**src/rtl/dp_ram_pkg.sv**
```systemverilog
// Shared types for the dual-port RAM with built-in march test.
// Holds the FSM state encoding and the per-element march description.
package dp_ram_pkg;

    typedef enum logic [3:0] {
        ST_INIT,
        ST_IDLE,
        ST_M0,
        ST_M1,
        ST_M2,
        ST_M3,
        ST_M4,
        ST_M5,
        ST_DRAIN
    } mbist_state_e;

    typedef struct packed {
        logic descending;
        logic has_read;
        logic rd_one;
        logic has_write;
        logic wr_one;
    } march_elem_t;

    // March C- style sequence: w0 / r0w1 / r1w0 up, r0w1 / r1w0 / r0 down.
    function automatic march_elem_t march_elem(input mbist_state_e st);
        march_elem_t e;
        e = '0;
        case (st)
            ST_M0:   e = '{descending: 1'b0, has_read: 1'b0, rd_one: 1'b0, has_write: 1'b1, wr_one: 1'b0};
            ST_M1:   e = '{descending: 1'b0, has_read: 1'b1, rd_one: 1'b0, has_write: 1'b1, wr_one: 1'b1};
            ST_M2:   e = '{descending: 1'b0, has_read: 1'b1, rd_one: 1'b1, has_write: 1'b1, wr_one: 1'b0};
            ST_M3:   e = '{descending: 1'b1, has_read: 1'b1, rd_one: 1'b0, has_write: 1'b1, wr_one: 1'b1};
            ST_M4:   e = '{descending: 1'b1, has_read: 1'b1, rd_one: 1'b1, has_write: 1'b1, wr_one: 1'b0};
            ST_M5:   e = '{descending: 1'b1, has_read: 1'b1, rd_one: 1'b0, has_write: 1'b0, wr_one: 1'b0};
            default: e = '0;
        endcase
        return e;
    endfunction

    function automatic mbist_state_e next_elem(input mbist_state_e st);
        mbist_state_e n;
        case (st)
            ST_M0:   n = ST_M1;
            ST_M1:   n = ST_M2;
            ST_M2:   n = ST_M3;
            ST_M3:   n = ST_M4;
            ST_M4:   n = ST_M5;
            ST_M5:   n = ST_DRAIN;
            default: n = ST_IDLE;
        endcase
        return n;
    endfunction

endpackage

```
**src/rtl/dp_ram_model.sv**
```systemverilog
// Simple dual-port storage array: one masked write port, one registered read port.
// Read returns the pre-write contents on a same-address access.
module dp_ram_model #(
    parameter int ADDR_WIDTH = 4,
    parameter int DATA_WIDTH = 32
) (
    input  logic                  clk,
    input  logic                  wr_en,
    input  logic [ADDR_WIDTH-1:0] wr_addr,
    input  logic [DATA_WIDTH-1:0] wr_data,
    input  logic [DATA_WIDTH-1:0] wr_mask,
    input  logic                  rd_en,
    input  logic [ADDR_WIDTH-1:0] rd_addr,
    output logic [DATA_WIDTH-1:0] rd_data
);

    localparam int DEPTH = 1 << ADDR_WIDTH;

    logic [DATA_WIDTH-1:0] mem [DEPTH];
    logic [DATA_WIDTH-1:0] rd_data_reg;

    always_ff @(posedge clk) begin
        if (wr_en) begin
            for (int b = 0; b < DATA_WIDTH; b++) begin
                if (wr_mask[b]) begin
                    mem[wr_addr][b] <= wr_data[b];
                end
            end
        end
        if (rd_en) begin
            rd_data_reg <= mem[rd_addr];
        end
    end

    assign rd_data = rd_data_reg;

endmodule

```
**src/rtl/dp_ram_mbist.sv**
```systemverilog
// Dual-port RAM wrapper with zero-fill after reset, collision forwarding
// and a built-in march memory test sharing the array ports.
module dp_ram_mbist
    import dp_ram_pkg::*;
#(
    parameter int ADDR_WIDTH           = 4,
    parameter int DATA_WIDTH           = 32,
    parameter int INIT_MEMORY_ON_RESET = 1,
    parameter int BYPASS_ON_COLLISION  = 1
) (
    input  logic                  clk,
    input  logic                  rst,
    input  logic                  rd_en,
    input  logic [ADDR_WIDTH-1:0] rd_addr,
    input  logic                  wr_en,
    input  logic [ADDR_WIDTH-1:0] wr_addr,
    input  logic [DATA_WIDTH-1:0] data_in,
    input  logic [DATA_WIDTH-1:0] data_mask_in,
    output logic [DATA_WIDTH-1:0] data_out,
    output logic                  rd_valid,
    output logic                  ready,
    input  logic                  mbist_start,
    output logic                  mbist_busy,
    output logic                  mbist_done,
    output logic                  mbist_fail,
    output logic [ADDR_WIDTH-1:0] mbist_fail_addr
);

    localparam logic [ADDR_WIDTH-1:0] ADDR_MAX = '1;

    mbist_state_e          state_reg, state_next;
    logic [ADDR_WIDTH-1:0] addr_reg, addr_next;
    logic                  phase_reg, phase_next;
    march_elem_t           elem;
    mbist_state_e          nxt_state;
    logic                  elem_last, step, march_rd;

    logic                  ram_we, ram_re;
    logic [ADDR_WIDTH-1:0] ram_waddr, ram_raddr;
    logic [DATA_WIDTH-1:0] ram_wdata, ram_wmask, ram_rd_data;

    logic                  rd_valid_reg, byp_hit_reg;
    logic [DATA_WIDTH-1:0] byp_data_reg, byp_mask_reg, data_hold_reg, fwd_data;
    logic                  cmp_valid_reg, cmp_exp_reg;
    logic [ADDR_WIDTH-1:0] cmp_addr_reg;
    logic                  done_reg, fail_reg;
    logic [ADDR_WIDTH-1:0] fail_addr_reg;
    logic                  start_accept;

    assign ready        = (state_reg == ST_IDLE);
    assign mbist_busy   = (state_reg != ST_INIT) && (state_reg != ST_IDLE);
    assign start_accept = ready && mbist_start;

    always_comb begin
        state_next = state_reg;
        addr_next  = addr_reg;
        phase_next = phase_reg;
        ram_we     = 1'b0;
        ram_waddr  = wr_addr;
        ram_wdata  = data_in;
        ram_wmask  = data_mask_in;
        ram_re     = 1'b0;
        ram_raddr  = rd_addr;
        march_rd   = 1'b0;
        step       = 1'b0;
        elem       = march_elem(state_reg);
        nxt_state  = next_elem(state_reg);
        elem_last  = elem.descending ? (addr_reg == '0) : (addr_reg == ADDR_MAX);
        case (state_reg)
            ST_INIT: begin
                ram_we    = 1'b1;
                ram_waddr = addr_reg;
                ram_wdata = '0;
                ram_wmask = '1;
                if (addr_reg == ADDR_MAX) begin
                    state_next = ST_IDLE;
                    addr_next  = '0;
                end else begin
                    addr_next = addr_reg + 1'b1;
                end
            end
            ST_IDLE: begin
                ram_we = wr_en;
                ram_re = rd_en;
                if (mbist_start) begin
                    state_next = ST_M0;
                    addr_next  = '0;
                    phase_next = 1'b0;
                end
            end
            ST_M0, ST_M1, ST_M2, ST_M3, ST_M4, ST_M5: begin
                ram_waddr = addr_reg;
                ram_raddr = addr_reg;
                ram_wdata = {DATA_WIDTH{elem.wr_one}};
                ram_wmask = '1;
                // Read-then-write pairs use two cycles so the ports never collide.
                if (elem.has_read && !phase_reg) begin
                    ram_re   = 1'b1;
                    march_rd = 1'b1;
                    if (elem.has_write) begin
                        phase_next = 1'b1;
                    end else begin
                        step = 1'b1;
                    end
                end else begin
                    ram_we = elem.has_write;
                    step   = 1'b1;
                end
                if (step) begin
                    phase_next = 1'b0;
                    if (elem_last) begin
                        state_next = nxt_state;
                        addr_next  = march_elem(nxt_state).descending ? ADDR_MAX : '0;
                    end else begin
                        addr_next = elem.descending ? addr_reg - 1'b1 : addr_reg + 1'b1;
                    end
                end
            end
            ST_DRAIN: state_next = ST_IDLE;
            default:  state_next = ST_IDLE;
        endcase
    end

    dp_ram_model #(
        .ADDR_WIDTH(ADDR_WIDTH),
        .DATA_WIDTH(DATA_WIDTH)
    ) u_ram (
        .clk    (clk),
        .wr_en  (ram_we),
        .wr_addr(ram_waddr),
        .wr_data(ram_wdata),
        .wr_mask(ram_wmask),
        .rd_en  (ram_re),
        .rd_addr(ram_raddr),
        .rd_data(ram_rd_data)
    );

    // Per-bit merge of the colliding write onto the old word.
    generate
        for (genvar gi = 0; gi < DATA_WIDTH; gi++) begin : g_fwd
            assign fwd_data[gi] = (byp_hit_reg && byp_mask_reg[gi]) ? byp_data_reg[gi] : ram_rd_data[gi];
        end
    endgenerate

    assign data_out        = rd_valid_reg ? fwd_data : data_hold_reg;
    assign rd_valid        = rd_valid_reg;
    assign mbist_done      = done_reg;
    assign mbist_fail      = fail_reg;
    assign mbist_fail_addr = fail_addr_reg;

    always_ff @(posedge clk or posedge rst) begin
        if (rst) begin
            state_reg     <= (INIT_MEMORY_ON_RESET != 0) ? ST_INIT : ST_IDLE;
            addr_reg      <= '0;
            phase_reg     <= 1'b0;
            rd_valid_reg  <= 1'b0;
            byp_hit_reg   <= 1'b0;
            data_hold_reg <= '0;
            cmp_valid_reg <= 1'b0;
            done_reg      <= 1'b0;
            fail_reg      <= 1'b0;
            fail_addr_reg <= '0;
        end else begin
            state_reg     <= state_next;
            addr_reg      <= addr_next;
            phase_reg     <= phase_next;
            rd_valid_reg  <= ready && rd_en;
            byp_hit_reg   <= (BYPASS_ON_COLLISION != 0) && ready && rd_en && wr_en && (rd_addr == wr_addr);
            cmp_valid_reg <= march_rd;
            if (rd_valid_reg) begin
                data_hold_reg <= fwd_data;
            end
            if (start_accept) begin
                done_reg      <= 1'b0;
                fail_reg      <= 1'b0;
                fail_addr_reg <= '0;
            end else begin
                if (cmp_valid_reg && (ram_rd_data != {DATA_WIDTH{cmp_exp_reg}})) begin
                    fail_reg <= 1'b1;
                    if (!fail_reg) begin
                        fail_addr_reg <= cmp_addr_reg;
                    end
                end
                if (state_reg == ST_DRAIN) begin
                    done_reg <= 1'b1;
                end
            end
        end
    end

    always_ff @(posedge clk) begin
        cmp_addr_reg <= addr_reg;
        cmp_exp_reg  <= elem.rd_one;
        if (ready && rd_en && wr_en) begin
            byp_data_reg <= data_in;
            byp_mask_reg <= data_mask_in;
        end
    end

endmodule

```
**config.mk**
```make
export PLATFORM = sky130hd
export DESIGN_NAME = dp_ram_mbist
export DESIGN_NICKNAME = d
export VERILOG_FILES = /design/src/rtl/dp_ram_pkg.sv /design/src/rtl/dp_ram_model.sv /design/src/rtl/dp_ram_mbist.sv
export SDC_FILE = /design/constraint.sdc
export NUM_CORES = 1
export LEC_CHECK = 0
export BUFFER_PORTS_ARGS = -buffer_cell sky130_fd_sc_hd__buf_4
export CAP_MARGIN = 20
export CORE_MARGIN = 5
export CORE_UTILIZATION = 45
export DETAILED_ROUTE_END_ITERATION = 10
export GPL_ROUTABILITY_DRIVEN = 0
export GPL_TIMING_DRIVEN = 0
export PLACE_DENSITY = 0.63
export RECOVER_POWER = 25
export SLEW_MARGIN = 20
export SYNTH_ARGS = -nofsm -noshare
export SYNTH_HDL_FRONTEND = slang
export SYNTH_SLANG_ARGS = --single-unit
```
**constraint.sdc**
```tcl
create_clock -name clk -period 8.8 [get_ports clk]
set_input_delay 1.76 -clock clk [delete_from_list [all_inputs] [get_ports clk]]
set_output_delay 1.76 -clock clk [all_outputs]
set_load 0.01 [all_outputs]
```
### Yosys cells after proc, flatten, opt, wreduce, memory -nomap -nowiden

Memory sizes are Yosys's and may differ from the RTL's. A register that Yosys moved wholly into a read port is not among the register bits.
Cells that the tools add are included.

| cells by class | value |
|---|---|
| $add $sub $neg | 2 |
| equality and inequality tests | 25 |
| mux-type cells | 172 |
| reductions and logical operators | 53 |

Operator list:

| kind | count |
|---|---|
| 1-bit two-way mux | 143 |
| 32-bit two-way mux | 2 |
| 32-bit case mux with 2 select lines | 1 |
| 4-bit two-way mux | 15 |
| 5-bit case mux with 6 select lines | 2 |
| 1-bit logical AND | 39 |
| 4-bit by 3-bit == test with 1-bit output, second input constant | 8 |
| 32-bit != test | 1 |
| 4-bit case mux with 3 select lines | 2 |
| 4-bit case mux with 6 select lines | 1 |
| 4-bit by 2-bit == test with 1-bit output, second input constant | 4 |
| 5-bit two-way mux | 3 |
| 4-bit == test, second input constant | 2 |
| 4-bit logical NOT | 2 |
| 4-bit AND reduction | 2 |
| 7-bit OR reduction | 1 |
| 2-bit != test, second input constant | 3 |
| 3-bit != test, second input constant | 2 |
| 2-bit nonzero test | 3 |
| 6-bit OR reduction | 1 |
| 4-bit by 1-bit adder with 4-bit output, second input constant | 1 |
| 4-bit by 1-bit == test with 1-bit output, second input constant | 1 |
| 4-bit == test | 1 |
| 2-bit by 1-bit != test with 1-bit output, second input constant | 2 |
| 9 further kinds | 10 |

| storage, ports and cells | value |
|---|---|
| register bits after elaboration | 119 |
| bits in writable memories | 512 |
| input bits | 77 |
| output and inout port bits | 41 |
| word-level logic and storage cells | 267 |
| memories kept | 1 |

Memories:

| name | words | bits a word | rd ports | clocked after Yosys merged registers in | wr ports | RTL line | source |
|---|---|---|---|---|---|---|---|
| u_ram.mem | 16 | 32 | 1 | 1 | 1 | dp_ram_model.sv:19 | `logic [DATA_WIDTH-1:0] mem [DEPTH];` |

### Depth between registers and ports, before layout

| depth | value |
|---|---|
| depth after elaboration | 11 |
| depth in mapped cells | 9 |
| depth with buffers taken out | 7 |

### By module

Synthesis repeated with hierarchy kept, for this count alone.

| second synthesis, totals | value |
|---|---|
| cells, all modules | 1972 |
| area total of the unflattened synthesis | 28118.2 um2 |

Modules (own cells, without submodules):

| module | times used | cells each | area an instance (um2) | sequential area each (um2) |
|---|---|---|---|---|
| dp_ram_model | 1 | 1464 | 22502.8 | 16335.7 |
| dp_ram_mbist | 1 | 508 | 5615.4 | 3273.1 |

### Worst setup path before layout

Ideal clock, no wire load.

| timing | value |
|---|---|
| kind | in2reg |
| start point | input rd_en |
| end point | register byp_hit_reg |
| setup time | 0.077 ns |
| data arrival time | 3.840 ns |
| data required time | 8.723 ns |
| setup slack | 4.884 ns |
| stages | 3 |
| path buffers | 0 |
| cell sequence | and3_1 and2_1 and4_1 |

| between the ends | value |
|---|---|
| longest elaborated chain between the ends | 3 |

Ends and longest elaborated chain:

| item | RTL line | source |
|---|---|---|
| from (decl) | dp_ram_mbist.sv:13 | `input logic rd_en,` |
| 1-bit logical AND (3 in series) | dp_ram_mbist.sv:168 | `byp_hit_reg <= (BYPASS_ON_COLLISION != 0) && ready && rd_en && wr_en && (rd_addr == wr_addr);` |
| to (signal assigned) | dp_ram_mbist.sv:168 |  |
| to (decl) | dp_ram_mbist.sv:42 | `logic rd_valid_reg, byp_hit_reg;` |

No other way between the ends.
A chain may end at the register's enable or synchronous reset.

### Final worst setup path

Same ends and word-level chain as after synthesis.

==> reports/qor.yml <==
outcome:
  outcome: "complete, but fails checks"
  violations: "capacitance limit, slew limit"
critical_path:
  critPathKind: "in -> reg"
  cp-start-kind: "input pin"
  r2r_start: "state_reg[2]"
  cp_slowest_cell: "clkbuf_1"
  cp_slowest_stage_delay_ns: 2.20
  crit_chain: "clkbuf_4, and3_1, and2_0, clkbuf_1, and4_1"
  arrival_ns: 6.08
  cp_max_fo: 43
  end_kind: "flip-flop"
  crit_start: "rd_en"
  worstPathRequired_ns: 9.34
synthesis:
  synth_edf_count: 608
  synthCells: 2557
  async_flop_share_pct: 7.541
  ys_warn_count: 0
  synth.top_cell.area_share_pct: 62.90
  ys.flop_type: "edfxtp_1"
  yosysUniqueCellTypes: 59
  yosysSeqAreaShare_pct: 67.55
  syn_area_mm2: 0.02903
  postSynthAreaPerCell_um2: 11.35
  ys_top_cells_by_area: "edfxtp_1 (63%), nor2_1 (7.3%), nand2_1 (6.6%)"
  synth_top_area_cell: "edfxtp_1"
  synth_seq_cells: 663
  syn_nets: 2636
die:
  core_area_mm2: 0.06423
  start_util_pct: 45.19
  die_h_um: 264.0
  ioPinCount: 118
  dieArea_mm2: 0.06969
  chipWidth_um: 264.0
  rows: 93
place:
  dp_hpwl_um: 62730
  placed_area_mm2: 0.03104
  io_buffer_count: 117
cts:
  numCtsBuffers: 72
  clk_pin_slew_ns: 0.06
  clockBufferDepth: 3
  cts_setup_buffers: 0
  postCtsHoldBufs: 0
  cts-resized-gates: 0
  cts_root_buffer: "clkbuf_16"
  insertion_delay_ns: 0.63
  htreeDepth: 3
  cts_tree: "yes"
  cts_sinks: 663
route:
  drc_errors: 0
  vias: 21012
  detail_route.wirelength_um: 91960
  firstDrtPassIters: 6
  wire_per_inst_um: 25.09
  drtIter0Drc: 2465
  routed_via_density: 5.733
  ant_nets: 0
run:
  cap_violations: 5
finish:
  design_area_mm2: 0.03301
  finish.net_count: 2829
  largest_register_ffs: 512
  final_layout_size_suffix_gt1_share_pct: 10.75
  fillers: 5769
  regMostFlops: "u_ram.mem"
  seqCellArea_mm2: 0.01961
  area_growth_pct: 13.73
  multi_input_comb_area_mm2: 0.008424
worst_hold_path:
  hold_path_startpoint: "addr_reg[3]"
  hp-class: "reg -> reg"
timing:
  min_period_ns: 5.537
  tightest_slew_ns: 3.394
  fin_crit_sh_pct: 62.92
  clock_skew_ns: 0.03868
  setup_violations: 0
  slew_violations: 152
  slew_headroom_pct: -126.3
  rsz0062_at_grt: "no"
  fmax_mhz: 180.6
  totalNegativeSetupSlack_ns: 0
  hold_viol_final: 0
global_route:
  grt_pass1_vias: 20831
  grt_max_degree: 45
  grt_usage_pct: 25.65
  antenna_found_initial: 3
  globalRoute.totalOverflow: 0
  grt_pass1_wl_um: 133100
power:
  power.density_mw_per_mm2: 194.4
  power.leakage_nw: 15.24
  ir_worst_vdd_v: 0.0001476
-- final timing paths --
path                                     end  slack (ns)  cells past startpoint
setup / recovery                 byp_hit_reg        3.26                      5
hold / removal               cmp_addr_reg[3]        0.40                      0
setup reg to reg                 byp_hit_reg        3.36                      7
hold reg to reg              cmp_addr_reg[3]        0.40                      0
max in group asynchronous  data_hold_reg[29]        4.33                      3
min in group asynchronous  data_hold_reg[18]        1.13                      2
-- Yosys cell counts (3+ instances only) --
cell      instances
dfrtp_1          50
xnor2_1           3
inv_1             7
o21ai_2          16
a31oi_1           3
a32oi_1          32
o22ai_1           4
o221ai_1         32
o21ai_1          16
nor3_1            6
dfxtp_1           5
nand4_1           4
nor4_1            5
edfxtp_1        608
nand2b_1          6
a21o_1           33
mux2_2            3
nor2_1          566
or4_1             5
buf_2           129
nor3b_1           4
nand3b_1         33
or3_1             4
a21oi_1          42
nand3_1         108
nand2_1         514
buf_4             9
clkbuf_1         56
buf_1             5
o21ai_0          78
mux2i_1         134
xor2_1            3
and3_1            3
-- cells by family after synthesis --
kind of cell / Yosys count / share of synthesized area, %
and+or+nand+nor: 1268 / 17.74
DFF: 663 / 67.55
xor gates and xnor gates: 6 / 0.1811
muxes: 137 / 4.737
AOI/OAI and AO/OA: 275 / 6.371
buffers and inverters: 206 / 3.336
adders and majority gates: 2 / 0.08619
-- report_power, final --
part	switching [mW]	internal (mW)	leakage (nW)
Combinational	0.0257	0.0121	6.66
Sequential	0	3.39	7.47
Clock	1.23	1.76	1.11
Total	1.25	5.17	15.2
-- cell usage in the layout, fill, tap and decap left out, types with 42 or more instances in the layout --
| cell | instances |
|---|---|
| edfxtp_1 | 608 |
| nor2_1 | 566 |
| nand2_1 | 514 |
| clkbuf_1 | 155 |
| mux2i_1 | 134 |
| buf_2 | 128 |
| nand3_1 | 108 |
| o21ai_0 | 86 |
| clkbuf_16 | 76 |
| buf_4 | 51 |
| dfrtp_1 | 50 |
| a21oi_1 | 42 |
-- critical path, delay by kind of cell --
| kind | cells | cell delay [ns] |
|---|---|---|
| buffers and inverters | 2 | 2.30 |
| and+or+nand+nor | 3 | 1.97 |
-- cell type report --
cell class	count	share of cell area, %
sequential	663	59.40
timing repair buffer	119	1.910
multi-input combinational	1688	25.52
clock inverter	24	0.7580
clock buffer	109	6.227
inverter	7	0.08338
tap	855	3.240
buffer	199	2.861
antenna	1	0.007580
-- layer usage --
metal | up-vias | GRT usage (%) | share of wire, %
li1 | 9343 | - | -
met1 | 10312 | 35.81 | 40
met2 | 1174 | 40.42 | 46
met3 | 183 | 5.812 | 11
met4 | 0 | 8.056 | 3.0
met5 | - | 0 | 0
-- metrics by stage --
| step | cells | setup slack (ns) | hold slack [ns] | util, % | total power, mW |
|---|---|---|---|---|---|
| after floorplan | 2557 | 4.884 | 0.3454 | - | 3.466 |
| after global placement | 3529 | 3.536 | 0.3777 | 48.23 | 3.508 |
| after detailed placement | 3531 | 4.205 | 0.3847 | 48.32 | 3.511 |
| after CTS | 3664 | 3.543 | 0.4008 | 51.91 | 6.461 |
| after global routing | 3664 | 3.024 | 0.4093 | 51.39 | 6.586 |
| final | 3665 | 3.263 | 0.3999 | 51.40 | 6.419 |
(Power assumes the default switching activity.)
